==> src/rtl/matrix_scan.sv <==
// matrix_scan: time-multiplexed 8x8 LED driver for a Game of Life board.
// New boards are staged in a pending register. They are copied into the
// displayed frame only between frames, so a frame never tears mid-scan.
// Each row is preceded by BLANK_CYC all-off cycles to suppress ghosting.
//
// Handshake: board_valid is a single-cycle strobe with no ready. Every strobe
// overwrites the pending board (the last strobe wins). A strobe in the LOAD
// cycle keeps pending_valid set, so that board is shown in the next frame.
module matrix_scan #(
  parameter int CLK_DIV   = 1000,
  parameter int BLANK_CYC = 16
) (
  input  logic        clk,
  input  logic        reset,
  input  logic        enable,
  input  logic [63:0] board_in,
  input  logic        board_valid,
  output logic [7:0]  row_sel,
  output logic [7:0]  col_out,
  output logic        frame_done,
  output logic [1:0]  dbg_state
);

  typedef enum logic [1:0] {
    IDLE  = 2'd0,
    LOAD  = 2'd1,
    BLANK = 2'd2,
    DRIVE = 2'd3
  } state_t;

  // One counter serves both BLANK and DRIVE, so it is sized for the longer phase.
  localparam int MAX_CYC = (CLK_DIV > BLANK_CYC) ? CLK_DIV : BLANK_CYC;
  localparam int CW      = (MAX_CYC > 1) ? $clog2(MAX_CYC) : 1;

  localparam logic [CW-1:0] BLANK_LAST = CW'(BLANK_CYC - 1);
  localparam logic [CW-1:0] DRIVE_LAST = CW'(CLK_DIV - 1);
  // The drive cycle before the last one. frame_done is registered at this
  // edge so that it is high during the final drive cycle of row 7.
  localparam logic [CW-1:0] DRIVE_PRE  = CW'((CLK_DIV >= 2) ? (CLK_DIV - 2) : 0);
  localparam logic [CW-1:0] CNT_ONE    = CW'(1);
  localparam logic          ONE_CYCLE_DRIVE = (CLK_DIV == 1);

  state_t        state;
  logic [63:0]   pending;
  logic          pending_valid;
  logic [63:0]   frame;
  logic          loaded;
  logic [2:0]    row;
  logic [CW-1:0] cnt;

  assign dbg_state = state;

  // Scan FSM. It owns the staging registers, the frame and the registered row/column drives.
  always_ff @(posedge clk or negedge reset) begin
    if (!reset) begin
      state         <= IDLE;
      pending       <= '0;
      pending_valid <= 1'b0;
      frame         <= '0;
      loaded        <= 1'b0;
      row           <= '0;
      cnt           <= '0;
      row_sel       <= '0;
      col_out       <= '0;
      frame_done    <= 1'b0;
    end else begin
      if (board_valid) pending <= board_in;

      if (!enable) begin
        // Stop scanning but keep frame and pending. Re-entry restarts at row 0.
        state      <= IDLE;
        row        <= '0;
        cnt        <= '0;
        row_sel    <= '0;
        col_out    <= '0;
        frame_done <= 1'b0;
      end else begin
        case (state)
          IDLE: begin
            if (pending_valid) begin
              state <= LOAD;
            end else if (loaded) begin
              state <= BLANK;
              row   <= '0;
              cnt   <= '0;
            end
          end

          LOAD: begin
            frame         <= pending;
            loaded        <= 1'b1;
            pending_valid <= 1'b0;
            row           <= '0;
            cnt           <= '0;
            state         <= BLANK;
          end

          BLANK: begin
            if (cnt == BLANK_LAST) begin
              cnt        <= '0;
              state      <= DRIVE;
              row_sel    <= 8'b1 << row;
              col_out    <= frame[{row, 3'b000} +: 8];
              frame_done <= (row == 3'd7) && ONE_CYCLE_DRIVE;
            end else begin
              cnt <= cnt + CNT_ONE;
            end
          end

          DRIVE: begin
            if (cnt == DRIVE_LAST) begin
              cnt        <= '0;
              row_sel    <= '0;
              col_out    <= '0;
              frame_done <= 1'b0;
              if (row != 3'd7) begin
                row   <= row + 3'd1;
                state <= BLANK;
              end else if (pending_valid) begin
                state <= LOAD;
              end else begin
                row   <= '0;
                state <= BLANK;
              end
            end else begin
              cnt        <= cnt + CNT_ONE;
              frame_done <= (row == 3'd7) && (cnt == DRIVE_PRE);
            end
          end

          default: state <= IDLE;
        endcase
      end

      // Written last, so a capture wins over the clear in LOAD.
      if (board_valid) pending_valid <= 1'b1;
    end
  end

endmodule

==> config.mk <==
export PLATFORM = sky130hd
export DESIGN_NAME = matrix_scan
export DESIGN_NICKNAME = d
export VERILOG_FILES = /design/src/rtl/matrix_scan.sv
export SDC_FILE = /design/constraint.sdc
export NUM_CORES = 1
export LEC_CHECK = 0
export ABC_AREA = 1
export CORE_MARGIN = 8
export CORE_UTILIZATION = 56
export DETAILED_ROUTE_END_ITERATION = 8
export PLACE_DENSITY = 0.77
export SLEW_MARGIN = 40
export SYNTH_ARGS = -nofsm -noshare
export SYNTH_HDL_FRONTEND = slang
export SYNTH_SLANG_ARGS = --single-unit
==> constraint.sdc <==
create_clock -name clk -period 1.6 [get_ports clk]
set_input_delay 0.16 -clock clk [delete_from_list [all_inputs] [get_ports clk]]
set_output_delay 0.16 -clock clk [all_outputs]
set_load 0.01 [all_outputs]
==> results.md <==
- DRT Wirelength: about 16000 um
- Synth warnings: 0
- Number of global-route vias before repair: a little under 6000
- Total I/O pin count: 87
- Port Buffers: 86
- Logic pwr share: just over 30%
- Hold path cells: 3
- Clock share of power: about 27%
- Synth Area per Inst: a little over 8 um^2
- Pwr dens: roughly 1500 nW/um^2
- Latest clock arrival within the worst-skew pair: approximately 420 ps
- Die Ht: 132 um
- First-pass GRT wire length: between 20000 and 30000 um
- Fmax achieved: ~640 MHz
- Class of the most critical setup path: reg2reg
- Switching pwr: 4.62 mW
- Clock buffer depth: 2
- CP endpoint kind: flop
- Most frequent cell after synthesis: nand2_1
- Nets: roughly 1100
- Number of diodes: 0
- Post-synth EDFFs: 0
- WHS: between 100 and 150 ps
- Commonest cells post-synth: nand2_1, dfrtp_1, inv_1
- Max cap viols: 0
- Starting Density: a little under three fifths
- Distinct cells, synth: 31
- First DRT Iteration DRCs: approximately 480
- Total GRT Usage: between 10% and 20%
- Routed WL per cell: about 13 um
- TritonCTS clock tree: done
- FF+latch count, synth: about 160
- Syn nets: between 1000 and 1500
- Main synth FF type: dfrtp_1
- Max FO, Critical Path: 7
- CTS Buf Count: 17
- Overflow after GRT: 0
- Final setup viols: 0
- Die Width: 132 um
- Row count: 42
- Worst Tran Pin Value: 427 ps
- Final Critical Period: about 1600 ps
- Slowest cell on crit path: dfrtp_1
- Final GP Congestion: between 0.8 and 0.9
- Fin crit share: 98.1%
- Die area: between 15000 and 20000 um^2
- Worst path most repeated cell: nand2_1
- Switching Share: 32.8%
- Seq pwr share: roughly two fifths
- P&R area growth vs syn: 23.7%
- CTS clk-pin slew, worst paths: roughly 60 ps
- Seq/Total Area, Yosys: between 50% and 60%
- Slew Viols, Final: 0
- Internal cell power: ~9.5 mW
- Status: complete, no violations
- Tot Pwr: about 14 mW
- VDD IR max: a little over 900 uV
- DRT antenna net count: 0
- Core Region: 13200 um^2
- Largest net degree at the start of global routing: between 70 and 80
- Slowest stage delay, CP: about 430 ps
- Critical path arrival: roughly 1900 ps
- Area of the mapped netlist: between 7000 and 8000 um^2
- DR vias/cell: 4.92
- DPL Wire Length: around 11000 um
- Clk_skew: about 10 ps
- Synth area leader: dfrtp_1
- # clock sinks: ~160
- Leak Pwr: about 4.7 nW
- DR DRC count: 0
- Fraction of registers with async set or reset after synthesis: between 90% and 100%
- Final Hold Vio Count: 0
- Worst R2R Path Depth: 8
- RSZ-0062 raised after global routing: true
- CTS root buffer: clkbuf_16
- Hold Path Class: in2reg
- Critical-path cell list: ha_2, nor2_4, inv_2, nor2_2, nand2_1, nand2_1, inv_1, o21ai_2
- Type of origin of the critical path: flop
- Top cell type's share of synthesized area: 53.4%
- H-tree Lvls: 4
- Via count: roughly 6000
- Antenna violations before repair: 0
- Slew margin rel.: between 70% and 80%
- Layout cell share with drive strength beyond 1: 10.1%
- Cell count after synthesis: between 900 and 1000
- WP data required: roughly 2000 ps
- Area contributors post-synth: dfrtp_1, nand2_1, o21ai_0, inv_1, nand3_1
- Pre-antenna DRT Iters: 8
[kinds of logic after synthesis]
kind of cell	count (synthesis)	synth area share (%)
fa+ha+maj	12	1.98
simple gates	377	20.6
compound gates	175	12.8
flops	162	53.4
buf+inv	207	11.0
xor+xnor	1	0.115
[flip-flops by register name, indices dropped and copies added, names as in the netlist]
name           count
cnt               10
col_out            8
dbg_state          2
frame             64
frame_done         1
loaded             1
pending           64
pending_valid      1
row                3
row_sel            8
[worst max-delay path: cells and delay by family (launching register included)]
| family | cells | cell delay [ps] |
|---|---|---|
| flip-flops | 1 | 430 |
| AO/OA/AOI/OAI | 1 | 110 |
| buffers and inverters | 2 | 140 |
| AND/OR/NAND/NOR | 4 | 550 |
| adder cells (fa/ha/maj) | 1 | 260 |
[path summary, 6_finish.rpt]
kind | start | end | slack, ps
min in group asynchronous | reset | pending[1]$_DFFE_PN0P_ | 240
setup / recovery | dbg_state[1]$_DFFE_PN0P_ | col_out[4]$_DFFE_PN0P_ | 30
setup reg to reg | dbg_state[1]$_DFFE_PN0P_ | col_out[4]$_DFFE_PN0P_ | 30
hold reg to reg | frame[46]$_DFFE_PN0P_ | frame[46]$_DFFE_PN0P_ | 480
hold / removal | board_valid | pending[21]$_DFFE_PN0P_ | 150
max in group asynchronous | reset | frame[43]$_DFFE_PN0P_ | 750
[power groups by stage]
stage	sequential, mW	clock, mW	combinational [mW]
after floorplan	5.85	0	2.77
after global placement	5.88	0	4.15
after detailed placement	5.91	0	4.29
after CTS	5.86	3.90	4.35
after global routing	6.01	4.10	5.02
final	5.87	3.85	4.35
[routing by layer]
layer	part of all wire (%)	track usage, %
met1	45	25.9
met2	48	30.8
met3	5.0	4.31
met4	1.5	6.81
met5	0	0
[through the flow]
stage / TNS [ps] / instances / utilization [%] / cell area, um^2 / setup WS [ps]
final: 0 / 1210 / 70.9 / 9390 / 30.3
after global routing: -131 / 1210 / 70.9 / 9390 / -42.0
after CTS: 0 / 1206 / 70.5 / 9340 / 16.2
after detailed placement: -396 / 1178 / 66.2 / 8770 / -58.3
after global placement: 0 / 1178 / 66.2 / 8770 / 5.39
after floorplan: 0 / 934 / - / 7590 / 106
[cells in the final DEF, fill, tap and decap left out, types with 12 or more instances in the layout]
cell type and count:
a21oi_1 12, dfrtp_1 162, nor2_1 13, clkdlybuf4s50_1 83
buf_4 18, o21ai_2 16, nand3_1 42, o21ai_0 138
nand2_1 300, clkbuf_16 17, inv_1 158
[layout make-up]
class,count,area (um^2)
sequential,162,4050
fill,1079,3850
multi-input combinational,567,2740
timing repair buffer,115,1210
inverter,163,614
clock buffer,22,474
tap,176,220
clock inverter,5,81.3
[what timing repair did]
action | in CTS | in global routing
buffers inserted | 0 | 2
pin swaps | 0 | 2
endpoints found under the hold margin | 39 | 0
setup endpoints to repair | 8 | 27
hold buffers | 1 | 0
gates resized for setup | 3 | 8
gates cloned | 0 | 2
Power figures use the tool's default switching activity.
